`src/rtl/image_uart_tx.sv`:
```
// Frame-to-UART serializer: sync byte, then each pixel as a high/low 8N1 byte pair.
// A byte transmitter FSM is driven by a frame-level control FSM over a load strobe.
module image_uart_tx #(
  parameter int         BIT_DEPTH    = 12,
  parameter int         CLKS_PER_BIT = 434,
  parameter int         PIXEL_COUNT  = 307200,
  parameter logic [7:0] SYNC_BYTE    = 8'hA5
) (
  input  logic                 clock,
  input  logic                 reset_bar,
  input  logic                 start,
  output logic                 busy,
  output logic                 done,
  input  logic                 pixValid,
  input  logic [BIT_DEPTH-1:0] pixData,
  output logic                 pixReady,
  output logic                 txd
);

  localparam int CLK_W = $clog2(CLKS_PER_BIT);
  localparam int CNT_W = $clog2(PIXEL_COUNT + 1);
  localparam logic [CLK_W-1:0] BIT_LAST = CLK_W'(CLKS_PER_BIT - 1);
  localparam logic [CNT_W-1:0] PIX_LAST = CNT_W'(PIXEL_COUNT);

  typedef enum logic [1:0] {TX_IDLE, TX_START, TX_DATA, TX_STOP} tx_state_t;
  typedef enum logic [2:0] {IDLE, SYNC, WAIT_PIX, SEND_HI, SEND_LO, FINISH} ctl_state_t;

  tx_state_t      tx_state, tx_state_next;
  ctl_state_t     state, state_next;
  logic [CLK_W-1:0] clk_cnt;
  logic [2:0]     bit_idx;
  logic [7:0]     tx_shift;
  logic [7:0]     tx_byte;
  logic           tx_load;
  logic           bit_tick;
  logic           stop_tick;
  logic           tx_ready;
  logic [CNT_W-1:0] pix_cnt;
  logic           lo_loaded;
  logic [BIT_DEPTH-1:0] pix_hold;

  function automatic logic [7:0] hi_byte(input logic [BIT_DEPTH-1:0] pix);
    logic [15:0] wide;
    wide = 16'(pix);
    return wide[15:8];
  endfunction

  assign bit_tick  = (clk_cnt == BIT_LAST);
  assign stop_tick = (tx_state == TX_STOP) && bit_tick;
  // The stop bit's final clock doubles as a load slot so HI and LO bytes abut.
  assign tx_ready  = (tx_state == TX_IDLE) || stop_tick;

  // Byte transmitter
  always_ff @(posedge clock or negedge reset_bar) begin
    if (!reset_bar) tx_state <= TX_IDLE;
    else            tx_state <= tx_state_next;
  end

  always_comb begin
    tx_state_next = tx_state;
    case (tx_state)
      TX_IDLE:  if (tx_load) tx_state_next = TX_START;
      TX_START: if (bit_tick) tx_state_next = TX_DATA;
      TX_DATA:  if (bit_tick && bit_idx == 3'd7) tx_state_next = TX_STOP;
      TX_STOP:  if (bit_tick) tx_state_next = tx_load ? TX_START : TX_IDLE;
      default:  tx_state_next = TX_IDLE;
    endcase
  end

  always_comb begin
    txd = 1'b1;
    case (tx_state)
      TX_START: txd = 1'b0;
      TX_DATA:  txd = tx_shift[0];
      default:  txd = 1'b1;
    endcase
  end

  always_ff @(posedge clock or negedge reset_bar) begin
    if (!reset_bar) begin
      clk_cnt <= '0;
      bit_idx <= '0;
    end else begin
      if (tx_state == TX_IDLE || bit_tick) clk_cnt <= '0;
      else                                 clk_cnt <= clk_cnt + CLK_W'(1);
      if (tx_state != TX_DATA) bit_idx <= '0;
      else if (bit_tick)       bit_idx <= bit_idx + 3'd1;
    end
  end

  always_ff @(posedge clock) begin
    if (tx_load && tx_ready)                tx_shift <= tx_byte;
    else if (tx_state == TX_DATA && bit_tick) tx_shift <= tx_shift >> 1;
  end

  // Frame control
  always_ff @(posedge clock or negedge reset_bar) begin
    if (!reset_bar) state <= IDLE;
    else            state <= state_next;
  end

  always_comb begin
    state_next = state;
    case (state)
      IDLE:     if (start && !done) state_next = SYNC;
      SYNC:     if (stop_tick) state_next = WAIT_PIX;
      WAIT_PIX: if (pixValid) state_next = SEND_HI;
      SEND_HI:  if (tx_state == TX_IDLE) state_next = SEND_LO;
      SEND_LO: begin
        if (stop_tick) begin
          if (lo_loaded)                 state_next = WAIT_PIX;
          else if (pix_cnt == PIX_LAST)  state_next = FINISH;
        end
      end
      FINISH:   if (stop_tick) state_next = IDLE;
      default:  state_next = IDLE;
    endcase
  end

  always_comb begin
    pixReady = 1'b0;
    tx_load  = 1'b0;
    tx_byte  = SYNC_BYTE;
    case (state)
      SYNC:     tx_load = (tx_state == TX_IDLE);
      WAIT_PIX: pixReady = 1'b1;
      SEND_HI: begin
        tx_load = (tx_state == TX_IDLE);
        tx_byte = hi_byte(pix_hold);
      end
      SEND_LO: begin
        tx_load = stop_tick && !lo_loaded;
        tx_byte = pix_hold[7:0];
      end
      default: ;
    endcase
  end

  always_ff @(posedge clock or negedge reset_bar) begin
    if (!reset_bar) begin
      pix_cnt   <= '0;
      lo_loaded <= 1'b0;
      busy      <= 1'b0;
      done      <= 1'b0;
    end else begin
      if (state == IDLE)                   pix_cnt <= '0;
      else if (state == WAIT_PIX && pixValid) pix_cnt <= pix_cnt + CNT_W'(1);
      lo_loaded <= (state == SEND_LO) && (state_next == SEND_LO) && (lo_loaded || tx_load);
      done      <= (state == FINISH) && stop_tick;
      busy      <= (state != IDLE) && !((state == FINISH) && stop_tick);
    end
  end

  always_ff @(posedge clock) begin
    if (pixReady && pixValid) pix_hold <= pixData;
  end

endmodule

```
`config.mk`:
```
export PLATFORM = sky130hd
export DESIGN_NAME = image_uart_tx
export DESIGN_NICKNAME = d
export VERILOG_FILES = /design/src/rtl/image_uart_tx.sv
export SDC_FILE = /design/constraint.sdc
export NUM_CORES = 1
export LEC_CHECK = 0
export ABC_CLOCK_PERIOD_IN_PS = 4300
export CORE_MARGIN = 2
export CORE_UTILIZATION = 50
export CTS_CLUSTER_DIAMETER = 50
export DETAILED_ROUTE_END_ITERATION = 6
export PLACE_DENSITY = 0.69
export SETUP_SLACK_MARGIN = 0.4
export SYNTH_ARGS = -nofsm -noshare
export SYNTH_HDL_FRONTEND = slang
export SYNTH_SLANG_ARGS = --single-unit
```
`constraint.sdc`:
```
create_clock -name clock -period 4.3 [get_ports clock]
set_clock_uncertainty 0.2 [all_clocks]
set_input_delay 0.645 -clock clock [delete_from_list [all_inputs] [get_ports clock]]
set_output_delay 0.645 -clock clock [all_outputs]
set_load 0.02 [all_outputs]
```
## Yosys cells after proc, flatten, opt, wreduce, memory -nomap -nowiden

Cells that the tools add are included.

| word-level totals | value |
|---|---|
| bits in registers | 59 |
| input bits | 16 |
| output and inout port bits | 4 |
| logic and storage cells | 82 |

| cells by class | value |
|---|---|
| add/sub/neg operators | 3 |
| equal/unequal tests | 17 |
| muxes and demuxes | 26 |
| reduce and logical (&&, ||, !) cells | 26 |

Operator list:

| kind | count |
|---|---|
| two-way mux 19 bit | 2 |
| two-way mux 3 bit | 10 |
| adder 19 x 1 -> 19 bit (second input constant) | 1 |
| == test 19 bit (second input constant) | 1 |
| one-hot mux 3 bit (6 select lines) | 1 |
| two-way mux 8 bit | 2 |
| one-hot mux 8 bit (2 select lines) | 1 |
| == test 3 bit (second input constant) | 4 |
| logical AND 1 bit | 12 |
| != test 2 bit (second input constant) | 5 |
| adder 9 x 1 -> 9 bit (second input constant) | 1 |
| == test 9 bit (second input constant) | 1 |
| two-way mux 9 bit | 1 |
| two-way mux 2 bit | 4 |
| one-hot mux 2 bit (4 select lines) | 1 |
| == test 3 x 2 -> 1 bit (second input constant) | 2 |
| nonzero test 2 bit | 3 |
| == test 2 bit (second input constant) | 2 |
| one-hot mux 1 bit (2 select lines) | 2 |
| AND reduction 4 bit | 1 |
| adder 3 x 1 -> 3 bit (second input constant) | 1 |
| == test 3 x 1 -> 1 bit (second input constant) | 1 |
| logical NOT 1 bit | 3 |
| logical NOT 3 bit | 1 |
| other kinds (6) | 9 |

## Longest topological paths before layout

| depth | value |
|---|---|
| depth after elaboration | 8 |
| mapped depth | 7 |
| depth with buffers taken out | 6 |

## Worst setup path before layout

No wires, ideal clock.

| path | value |
|---|---|
| kind | register to output |
| start | reg state[0] |
| end | out pixReady |
| arrival time | 1177 ps |
| data required time | 3455 ps |
| slack | 2278 ps |
| cell stages (with the launch flop) | 4 |
| path buffers | 1 |
| cells stage by stage | dfrtp_1 > clkbuf_1 > or2_2 > nor2_1 |

| on the way | value |
|---|---|
| cells in the longest elaborated chain, start to end | 2 |

RTL lines:

| element | RTL line | text |
|---|---|---|
| from (decl) | 29 | `ctl_state_t state, state_next;` |
| from (signal assigned) | 99 | `else state <= state_next;` |
| == test 3 x 2 -> 1 bit | 124 | `case (state)` |
| two-way mux 1 bit | 124 |  |
| to (decl) | 16 | `output logic pixReady,` |

Every way passes these cells.

## Worst setup path in the final report

| path | value |
|---|---|
| start | reg tx_state[0] |
| end | out txd |

| on the way | value |
|---|---|
| cells in the longest elaborated chain, start to end | 2 |
| elaborated cells on any way between the ends | 3 |
| those cells by class | 2 x eq/ne; 1 x mux |

RTL lines:

| element | RTL line | text |
|---|---|---|
| from (decl) | 28 | `tx_state_t tx_state, tx_state_next;` |
| from (signal assigned) | 56 | `else tx_state <= tx_state_next;` |
| == test 2 bit or == test 2 x 1 -> 1 bit (tied branches) | 72 | `case (tx_state)` |
| one-hot mux 1 bit (2 select lines) * | 72 |  |
| to (decl) | 17 | `output logic txd` |

Every way passes the cells marked *; elsewhere a longest branch is shown, timed or not.

==> results.py <==
metrics = {
    "cts": {
        "post-cts-setup-buffers": 0,
        "clock_path_buffers": 2,
        "clkTransAtPathRegs_ns": 0.07,
        "cts_hold_buf": 0,
        "numCtsBuffers": 9,
        "cts_resized": 0,
        "cts-root-buf": "clkbuf_8",
        "clk-insertion-delay-late_ns": 0.34,
        "cts_tree": "yes",
        "htree_levels": 3,
        "clock-sinks": 59,
    },
    "critical_path": {
        "path_max_fanout": 4,
        "critPathKind": "reg2out",
        "crit_path_start_kind": "flip-flop",
        "end_kind": "primary output",
        "arrival_ns": 1.91,
        "path_cells": "inv_1 > ha_1 > o21ai_0 > clkdlybuf4s50_1",
        "r2r_cells": 4,
        "cpMaxStageDelayCell": "clkdlybuf4s50_1",
        "timing.rr.start": "state[2]",
        "max_stage_delay_ns": 0.63,
        "required_ns": 3.45,
        "critPathLaunch": "tx_state[0]",
    },
    "floorplan": {
        "fp.dieH_um": 81.9,
        "num_rows": 28,
        "die_w_um": 81.9,
        "ioPinCount": 20,
        "die_area_um2": 6700,
        "core-area_um2": 5890,
        "initial_utilization": 0.515,
    },
    "detailed_routing": {
        "vias_per_cell": 5.74,
        "dr.pass1.iters": 4,
        "routedWlPerCell_um": 15.2,
        "ant_nets": 0,
        "vias": 2197,
        "drc_errors": 0,
        "totalWireLength_mm": 5.82,
        "dr.first_iter.drc_count": 182,
    },
    "synth": {
        "ys_dominant_reg_cell": "dfrtp_1",
        "ys_top_cells_by_area": "dfrtp_1 (32%), edfxtp_1 (20%), ha_1 (4.1%), nor2_1 (3.0%), a21oi_1 (2.6%)",
        "syn_inst": 281,
        "async_flop_share": 0.661,
        "ys_seq_area_frac": 0.520,
        "synth-seq-cells": 59,
        "yosysUniqueCellTypes": 54,
        "avgSynthCellArea_um2": 10.8,
        "synth_top_area_cell": "dfrtp_1",
        "synth_edf_count": 20,
        "synth_area_um2": 3030,
        "syn_nets": 307,
        "synth.top_cell.area_share": 0.322,
        "synth_warnings": 0,
    },
    "global_route": {
        "grt_start_max_net_pins": 40,
        "grt_use_total": 0.196,
        "grt_pass1_wl_mm": 9.76,
        "grt-ovfl-total": 0,
        "antenna_found_initial": 0,
        "grt_pass1_vias": 2017,
    },
    "job": {
        "drv_cap": 0,
    },
    "timing": {
        "setup_viol": 0,
        "fin_setup_tns_ns": 0,
        "fmax_mhz": 362,
        "maxSlewViolCount": 0,
        "maxSlewHeadroom": 0.427,
        "rsz0062_at_grt": "false",
        "worstMarginPinSlew_ns": 0.860,
        "holdWs_ns": 0.213,
        "fin_crit_sh": 0.642,
        "min_period_ns": 2.76,
        "hold_viol": 0,
    },
    "finish": {
        "final_nets": 329,
        "diodes": 0,
        "drive_gt1_frac": 0.0974,
        "syn_to_final_growth_pct": 15.4,
    },
    "run_status": {
        "status": "completed",
    },
    "pwr": {
        "power.leakage_nw": 1.39,
        "ir_drop_v": 0.000286,
        "p_per_area_nw_per_um2": 456,
    },
    "worst_hold_path": {
        "min_path_type": "in2async",
    },
    "placement": {
        "port_buffers": 19,
        "gp_congestion": 0.816,
        "hpwlAfterDp_mm": 3.96,
    },
}
-- metal layers --
layer  vias to the layer above  routed length (um)  GRT usage
met5                         -                   0          0
met4                         0                  51     0.0633
met3                         6                 264     0.0670
met2                        38                2690      0.293
met1                      1068                2810      0.266
li1                       1085                   -          -
-- worst max-delay path: cells and delay by family, from the launching register on --
family / cells / cell delay [ns]
compound gates: 1 / 0.19
fa+ha+maj: 1 / 0.25
flops: 1 / 0.40
buf+inv: 2 / 0.74
-- cells in the mapped netlist (2+ instances only) --
| cell type | number |
|---|---|
| dfrtp_1 | 39 |
| nor2_1 | 24 |
| edfxtp_1 | 20 |
| nand2_1 | 17 |
| a21oi_1 | 16 |
| inv_1 | 15 |
| and3_1 | 11 |
| o21ai_0 | 11 |
| ha_1 | 10 |
| nand3_1 | 10 |
| nand4_1 | 8 |
| o31ai_1 | 8 |
| or4_1 | 8 |
| clkbuf_1 | 6 |
| mux2i_1 | 6 |
| xor2_1 | 6 |
| mux2_2 | 5 |
| xnor2_1 | 5 |
| o22ai_1 | 4 |
| or3_1 | 4 |
| a32o_1 | 3 |
| and2_1 | 3 |
| buf_2 | 3 |
| nor2b_1 | 3 |
| nor4b_1 | 3 |
| a31oi_1 | 2 |
| and4_1 | 2 |
| nand3b_1 | 2 |
| nor3_1 | 2 |
-- report_power, final --
group          internal, mW  switching, mW  total, mW
sequential            0.662         0.0396      0.702
combinational         0.151          0.182      0.333
clock                 0.339          0.222      0.561
-- cells in the final DEF, fill, tap and decap left out, types with 5 or more instances in the layout --
cell type	instances
clkdlybuf4s50_1	18
nand4_1	8
mux2i_1	6
o31ai_1	8
nand2_1	17
clkbuf_8	10
edfxtp_1	20
ha_1	10
dfrtp_1	39
nor2_1	24
or4_1	8
nand3_1	10
inv_1	15
a21oi_1	16
and3_1	11
xnor2_1	5
o21ai_0	11
xor2_1	6
mux2_2	5
-- sequential cells by signal, indices dropped and copies added, names as in the netlist --
register,cells
tx_shift,8
clk_cnt,9
done,1
lo_loaded,1
state,3
bit_idx,3
pix_cnt,19
pix_hold,12
tx_state,2
busy,1
-- metrics by stage --
step / worst slack (ns) / cell area, um^2 / utilization / power, mW / instances
after global routing: 1.37 / 3500 / 0.594 / 1.69 / 383
after global placement: 1.60 / 3280 / 0.557 / 1.04 / 367
after CTS: 1.50 / 3500 / 0.594 / 1.61 / 383
final: 1.54 / 3500 / 0.594 / 1.60 / 383
after floorplan: 2.28 / 3030 / - / 0.948 / 281
after detailed placement: 1.53 / 3280 / 0.557 / 1.05 / 367
-- cells by family after synthesis --
kind of cell / after synthesis / share of synthesized area
adder cells (fa/ha/maj): 10 / 0.0413
AO/OA/AOI/OAI: 54 / 0.117
flip-flops: 59 / 0.520
multiplexers: 12 / 0.0421
XOR/XNOR: 11 / 0.0318
AND/OR/NAND/NOR: 111 / 0.217
buffers and inverters: 24 / 0.0310
-- cell type report --
cell class,instances,area [um^2]
repair buffers,20,193
clock buffers,11,141
flip-flops and latches,59,1580
inverters,15,56.3
well taps,75,93.8
clock inverters,5,76.3
multi-input cells,198,1360
fillers,509,2390
-- path summary, 6_finish.rpt --
path                               end  slack, ns
setup / recovery                   txd       1.54
hold / removal             pix_cnt[11]       0.21
setup reg to reg           pix_cnt[13]       1.71
hold reg to reg             clk_cnt[0]       0.29
max in group asynchronous   clk_cnt[3]       3.14
min in group clock          clk_cnt[0]       0.29
Power figures use the tool's default switching activity.
